==> config.mk <==
export PLATFORM = sky130hd
export DESIGN_NAME = ifu_fq
export DESIGN_NICKNAME = d
export VERILOG_FILES = /design/src/rtl/ifu_fq.sv
export SDC_FILE = /design/constraint.sdc
export NUM_CORES = 1
export LEC_CHECK = 0
export ABC_AREA = 1
export CAP_MARGIN = 20
export CORE_MARGIN = 5
export CORE_UTILIZATION = 35
export CTS_BUF_LIST = sky130_fd_sc_hd__clkbuf_8
export DETAILED_ROUTE_END_ITERATION = 12
export HOLD_SLACK_MARGIN = 0.02
export PLACE_DENSITY = 0.67
export SYNTH_ARGS = -nofsm -noshare
export SYNTH_HDL_FRONTEND = slang
export SYNTH_SLANG_ARGS = --single-unit
==> constraint.sdc <==
create_clock -name clk -period 6.1 [get_ports clk]
set_clock_uncertainty 0.2 [all_clocks]
set_input_delay 0.915 -clock clk [delete_from_list [all_inputs] [get_ports clk]]
set_output_delay 0.915 -clock clk [all_outputs]
set_load 0.02 [all_outputs]
==> src/rtl/ifu_fq.sv <==
// ifu_fq: instruction fetch unit with a decoupled fetch queue.
// Issues one fetch at a time to instruction memory, buffers returned
// instructions with their PCs in a FIFO, and hands them to decode.
// A redirect flushes the queue and squashes any in-flight fetch.
// Optional build macro: IFU_FQ_PERF_EN adds 64-bit performance counters.
module ifu_fq #(
    parameter int              XLEN      = 64,
    parameter logic [XLEN-1:0] RESET_PC  = 64'h8000_0000,
    parameter int              FQ_DEPTH  = 4,
    parameter logic [31:0]     NOP_INSTR = 32'h0000_0013
) (
    input  logic            clk,
    input  logic            rstn,
    output logic            imem_req_valid,
    output logic [XLEN-1:0] imem_req_addr,
    input  logic            imem_req_ready,
    input  logic            imem_rsp_valid,
    input  logic [31:0]     imem_rsp_instr,
    input  logic            redirect_en,
    input  logic [XLEN-1:0] redirect_pc,
    output logic            id_valid,
    input  logic            id_ready,
    output logic [XLEN-1:0] id_pc,
    output logic [31:0]     id_instr,
    output logic [XLEN-1:0] id_snxt_pc
`ifdef IFU_FQ_PERF_EN
    ,
    output logic [63:0]     perf_fetch_cnt,
    output logic [63:0]     perf_stall_cnt,
    output logic [63:0]     perf_redirect_cnt
`endif
);

    localparam int PW = $clog2(FQ_DEPTH);
    localparam int CW = PW + 1;
    localparam logic [CW-1:0]   DEPTH_C   = CW'(FQ_DEPTH);
    localparam logic [CW-1:0]   CNT_ONE   = CW'(1);
    localparam logic [PW-1:0]   PTR_ONE   = PW'(1);
    localparam logic [XLEN-1:0] PC_STEP   = XLEN'(4);

    typedef enum logic [1:0] {
        S_REQ  = 2'd0,
        S_WAIT = 2'd1,
        S_DROP = 2'd2
    } state_t;

    state_t          state_r;
    state_t          state_s;
    logic [XLEN-1:0] pc_r;
    logic [XLEN-1:0] req_pc_r;
    logic [XLEN-1:0] q_pc_r    [FQ_DEPTH];
    logic [31:0]     q_instr_r [FQ_DEPTH];
    logic [PW-1:0]   wr_ptr_r;
    logic [PW-1:0]   rd_ptr_r;
    logic [CW-1:0]   count_r;
    logic            req_fire_s;
    logic            push_s;
    logic            pop_s;

    assign imem_req_valid = (state_r == S_REQ) && (count_r < DEPTH_C) && !redirect_en;
    assign imem_req_addr  = pc_r;
    assign req_fire_s     = imem_req_valid && imem_req_ready;
    assign push_s         = (state_r == S_WAIT) && imem_rsp_valid && !redirect_en;
    assign id_valid       = (count_r != {CW{1'b0}});
    assign pop_s          = id_valid && id_ready;

    // Next fetch state: a redirect turns an outstanding wanted fetch into a dropped one.
    always_comb begin
        state_s = state_r;
        case (state_r)
            S_REQ: begin
                if (req_fire_s) state_s = S_WAIT;
                else            state_s = S_REQ;
            end
            S_WAIT: begin
                if (imem_rsp_valid)   state_s = S_REQ;
                else if (redirect_en) state_s = S_DROP;
                else                  state_s = S_WAIT;
            end
            S_DROP: begin
                if (imem_rsp_valid) state_s = S_REQ;
                else                state_s = S_DROP;
            end
            default: state_s = S_REQ;
        endcase
    end

    // Fetch state, fetch PC and PC of the outstanding request.
    always_ff @(posedge clk) begin
        if (!rstn) begin
            state_r  <= S_REQ;
            pc_r     <= RESET_PC;
            req_pc_r <= RESET_PC;
        end else begin
            state_r <= state_s;
            if (redirect_en) begin
                pc_r <= redirect_pc;
            end else if (req_fire_s) begin
                pc_r     <= pc_r + PC_STEP;
                req_pc_r <= pc_r;
            end
        end
    end

    // Queue pointers and occupancy; a redirect empties the queue.
    always_ff @(posedge clk) begin
        if (!rstn) begin
            wr_ptr_r <= {PW{1'b0}};
            rd_ptr_r <= {PW{1'b0}};
            count_r  <= {CW{1'b0}};
        end else if (redirect_en) begin
            wr_ptr_r <= {PW{1'b0}};
            rd_ptr_r <= {PW{1'b0}};
            count_r  <= {CW{1'b0}};
        end else begin
            if (push_s) wr_ptr_r <= wr_ptr_r + PTR_ONE;
            if (pop_s)  rd_ptr_r <= rd_ptr_r + PTR_ONE;
            case ({push_s, pop_s})
                2'b10:   count_r <= count_r + CNT_ONE;
                2'b01:   count_r <= count_r - CNT_ONE;
                default: count_r <= count_r;
            endcase
        end
    end

    // Queue storage; contents are only observed while the entry is valid.
    always_ff @(posedge clk) begin
        if (push_s) begin
            q_pc_r[wr_ptr_r]    <= req_pc_r;
            q_instr_r[wr_ptr_r] <= imem_rsp_instr;
        end
    end

    // Decode-side view of the queue head, neutral values when empty.
    always_comb begin
        id_pc      = {XLEN{1'b0}};
        id_instr   = NOP_INSTR;
        id_snxt_pc = {XLEN{1'b0}};
        if (id_valid) begin
            id_pc      = q_pc_r[rd_ptr_r];
            id_instr   = q_instr_r[rd_ptr_r];
            id_snxt_pc = q_pc_r[rd_ptr_r] + PC_STEP;
        end else begin
            id_pc      = {XLEN{1'b0}};
            id_instr   = NOP_INSTR;
            id_snxt_pc = {XLEN{1'b0}};
        end
    end

`ifdef IFU_FQ_PERF_EN
    // Performance counters: pushes, decode stall cycles and redirect cycles.
    always_ff @(posedge clk) begin
        if (!rstn) begin
            perf_fetch_cnt    <= 64'd0;
            perf_stall_cnt    <= 64'd0;
            perf_redirect_cnt <= 64'd0;
        end else begin
            if (push_s)                perf_fetch_cnt    <= perf_fetch_cnt + 64'd1;
            if (id_valid && !id_ready) perf_stall_cnt    <= perf_stall_cnt + 64'd1;
            if (redirect_en)           perf_redirect_cnt <= perf_redirect_cnt + 64'd1;
        end
    end
`else
    // Performance counters are not built in this configuration.
`endif

endmodule
==> qor.yml, run 1 <==
timing:
  finalHoldViolCount: 0
  slew_headroom_pct: 34.0
  worstMarginPinSlew_ns: 0.990
  rsz0062_at_grt: "false"
  clock.fmax_mhz: 179
  maxSlewViolCount: 0
  finalSetupViolCount: 0
  min_period_ns: 5.60
  holdWs_ns: 0.282
  setup_tns_ns: 0
  period_share_pct: 91.8
yosys:
  ys.flop_type: "edfxtp_1"
  ys_ff_latch: 523
  syn_nets: 3097
  yosysTopAreaCell: "edfxtp_1"
  avgSynthCellArea_um2: 8.45
  synth_edf_count: 384
  async_flop_share_pct: 0
  synth_area_mm2: 0.0252
  synth_cell_type_count: 46
  synthCells: 2987
  synth_top_cell_area_share_pct: 45.7
  synth_area_leaders: "edfxtp_1, nand2_1, dfxtp_1"
  ys_seq_area_share_pct: 56.7
  yosysWarnings: 0
critical_path:
  rr_startpoint: "state_r[1]"
  r2r_end: "q_instr_r[0][10]"
  start_kind: "flop"
  crit_fanout: 198
  worstSetupEndpointType: "output pin"
  crit_type: "flop to output pin"
  cp-endpoint: "id_snxt_pc[54]"
  reg2reg_slack_ns: 3.17
  crit_arrival_ns: 4.49
  crit_required_ns: 4.98
  r2r_cells: 7
power_and_ir_drop:
  ir_drop_mv: 0.190
  finalPower_w: 0.00741
  leakagePower_nw: 11.4
  p_per_area_mw_per_mm2: 240
routing:
  drt-initial-drc-count: 2339
  num_vias: 21919
  drc_errors: 0
  wire_per_inst_um: 19.3
  first_pass_iters: 6
  antenna_left: 0
  routed_wl_mm: 83.2
  viasPerCell: 5.09
clocking:
  tritoncts: "yes"
  cts.sinks: 523
  clk_pin_slew_ns: 0.06
  ctsHoldBuffers: 0
  clk_latency_ns: 0.67
  cts_resized: 0
  cts_max_path_buffers: 3
  cts_root_buf: "clkbuf_8"
  cts_setup_buffers: 0
  cts_inserted_buffers: 83
  htree_num_levels: 3
placement:
  hpwl_mm: 57.8
  port_buffers: 327
  gp_congestion: 0.974
  place_area_mm2: 0.0292
floorplan:
  die_h_um: 279
  fp-row-count: 98
  coreArea_mm2: 0.0715
  die_x_um: 279
  dieArea_mm2: 0.0776
  ios: 328
  initial_core_util_pct: 35.3
final_layout:
  syn2layout_area_growth_pct: 22.4
  layout_commonest_cell: "nand2_1"
  final_core_util_pct: 43.2
  fill_cells: 6971
  fin_area_mm2: 0.0309
  layout_common_cells: "nand2_1, nor2_1, edfxtp_1"
  layout-drive-gt1-share_pct: 6.17
  diodes: 0
  nets: 3396
global_route:
  antenna_found_initial: 1
  grt_max_degree: 199
  grt_usage_pct: 20.6
  globalRouteOverflowTotal: 0
  grt_pass1_wl_mm: 125
  grt_pass1_vias: 20122
run:
  maxCapViolCount: 0
outcome:
  run_status: "finished clean"
worst_hold_path:
  hp-class: "flop to flop"
[final cells by class]
class / count / area [um^2] / share of cell area (%)
Tap cell: 950 / 1190 / 3.85
Inverter: 193 / 742 / 2.40
Sequential cell: 523 / 14300 / 46.4
Clock buffer: 90 / 1240 / 4.01
Timing Repair Buffer: 351 / 3510 / 11.4
Multi-Input combinational cell: 2134 / 9460 / 30.6
Clock inverter: 63 / 430 / 1.39
[worst max-delay path: stages, from the launching register on]
cell and delay, ns:
dfxtp_4 0.43, inv_12 0.54, nand2_1 0.14, nand3_1 0.12, nand2_1 0.11, inv_1 0.08, ha_1 0.16, inv_1 0.05
nor2_2 0.19, nand2_1 0.12, nor2_4 0.20, nand2_2 0.15, nor2_1 0.36, a21oi_1 0.13, nor2_1 0.26, clkdlybuf4s50_1 0.67
[power by group]
group / total [W] / leakage, nW / switching [W] / internal (W)
registers: 0.00395 / 4.90 / 0.0000915 / 0.00386
clock network: 0.00302 / 0.950 / 0.00140 / 0.00162
logic: 0.000450 / 5.57 / 0.000261 / 0.000188
total: 0.00741 / 11.4 / 0.00175 / 0.00566
[through the flow]
stage | worst slack (ns) | cells
finish | 0.500 | 4304
floorplan | -0.196 | 2987
detailed placement | 1.26 | 4151
global placement | 1.28 | 4151
CTS | 0.516 | 4304
global route | 0.264 | 4304
[kinds of logic after synthesis]
family	Yosys count	synth area share [%]
compound gates	353	7.58
xor+xnor	20	0.694
fa+ha+maj	8	0.426
buf+inv	330	5.98
flops	523	56.7
simple gates	1753	28.6
[Yosys cell counts (20+ instances only)]
cell type	number
o21ai_0	135
a31oi_1	26
nand2_1	909
nor2_1	489
inv_1	185
buf_2	36
o21a_1	20
nand4_1	29
a21oi_1	151
nor2_2	22
dfxtp_1	139
buf_6	24
edfxtp_1	384
clkbuf_1	68
nor3_1	33
nand3_1	221
[sequential cells by signal, summed over array words and instances (netlist names), named ones only]
register / flops
imem_req_addr: 64
wr_ptr_r: 2
q_instr_r: 128
req_pc_r: 64
count_r: 3
state_r: 2
rd_ptr_r: 2
q_pc_r: 256
[per-layer routing]
| layer | track usage [%] | part of all wire [%] |
|---|---|---|
| met5 | 0 | 0.022 |
| met2 | 31.2 | 44 |
| met1 | 29.6 | 44 |
| met4 | 6.29 | 3.0 |
| met3 | 4.58 | 9.5 |
[how the worst min path moves through the flow]
stage | from | slack (ns) | depth (start not counted) | endpoint
after floorplan | rd_ptr_r[1] | 0.24 | 2 | flop
after global placement | rd_ptr_r[1] | 0.24 | 2 | flop
after detailed placement | rd_ptr_r[1] | 0.26 | 2 | flop
after CTS | rd_ptr_r[1] | 0.28 | 2 | rd_ptr_r[1]
after global routing | rd_ptr_r[1] | 0.31 | 2 | rd_ptr_r[1]
final | rd_ptr_r[1] | 0.28 | 2 | rd_ptr_r[1]
Power figures use the tool's default switching activity.
==> run 2, diff against run 1 <==
--- a/config.mk
+++ b/config.mk
@@ -16,3 +16,4 @@
 export SYNTH_ARGS = -nofsm -noshare
 export SYNTH_HDL_FRONTEND = slang
 export SYNTH_SLANG_ARGS = --single-unit
+export TNS_END_PERCENT = 5
==> results of run 2 <==
Final layout, timing and power as in run 1 (identical DEF).
==> run 3, diff against run 2 <==
--- a/config.mk
+++ b/config.mk
@@ -10,6 +10,7 @@
 export CORE_MARGIN = 5
 export CORE_UTILIZATION = 35
 export CTS_BUF_LIST = sky130_fd_sc_hd__clkbuf_8
+export CTS_CLUSTER_SIZE = 28
 export DETAILED_ROUTE_END_ITERATION = 12
 export HOLD_SLACK_MARGIN = 0.02
 export PLACE_DENSITY = 0.67
==> results of run 3 <==
Final layout, timing and power as in run 1 (identical DEF).
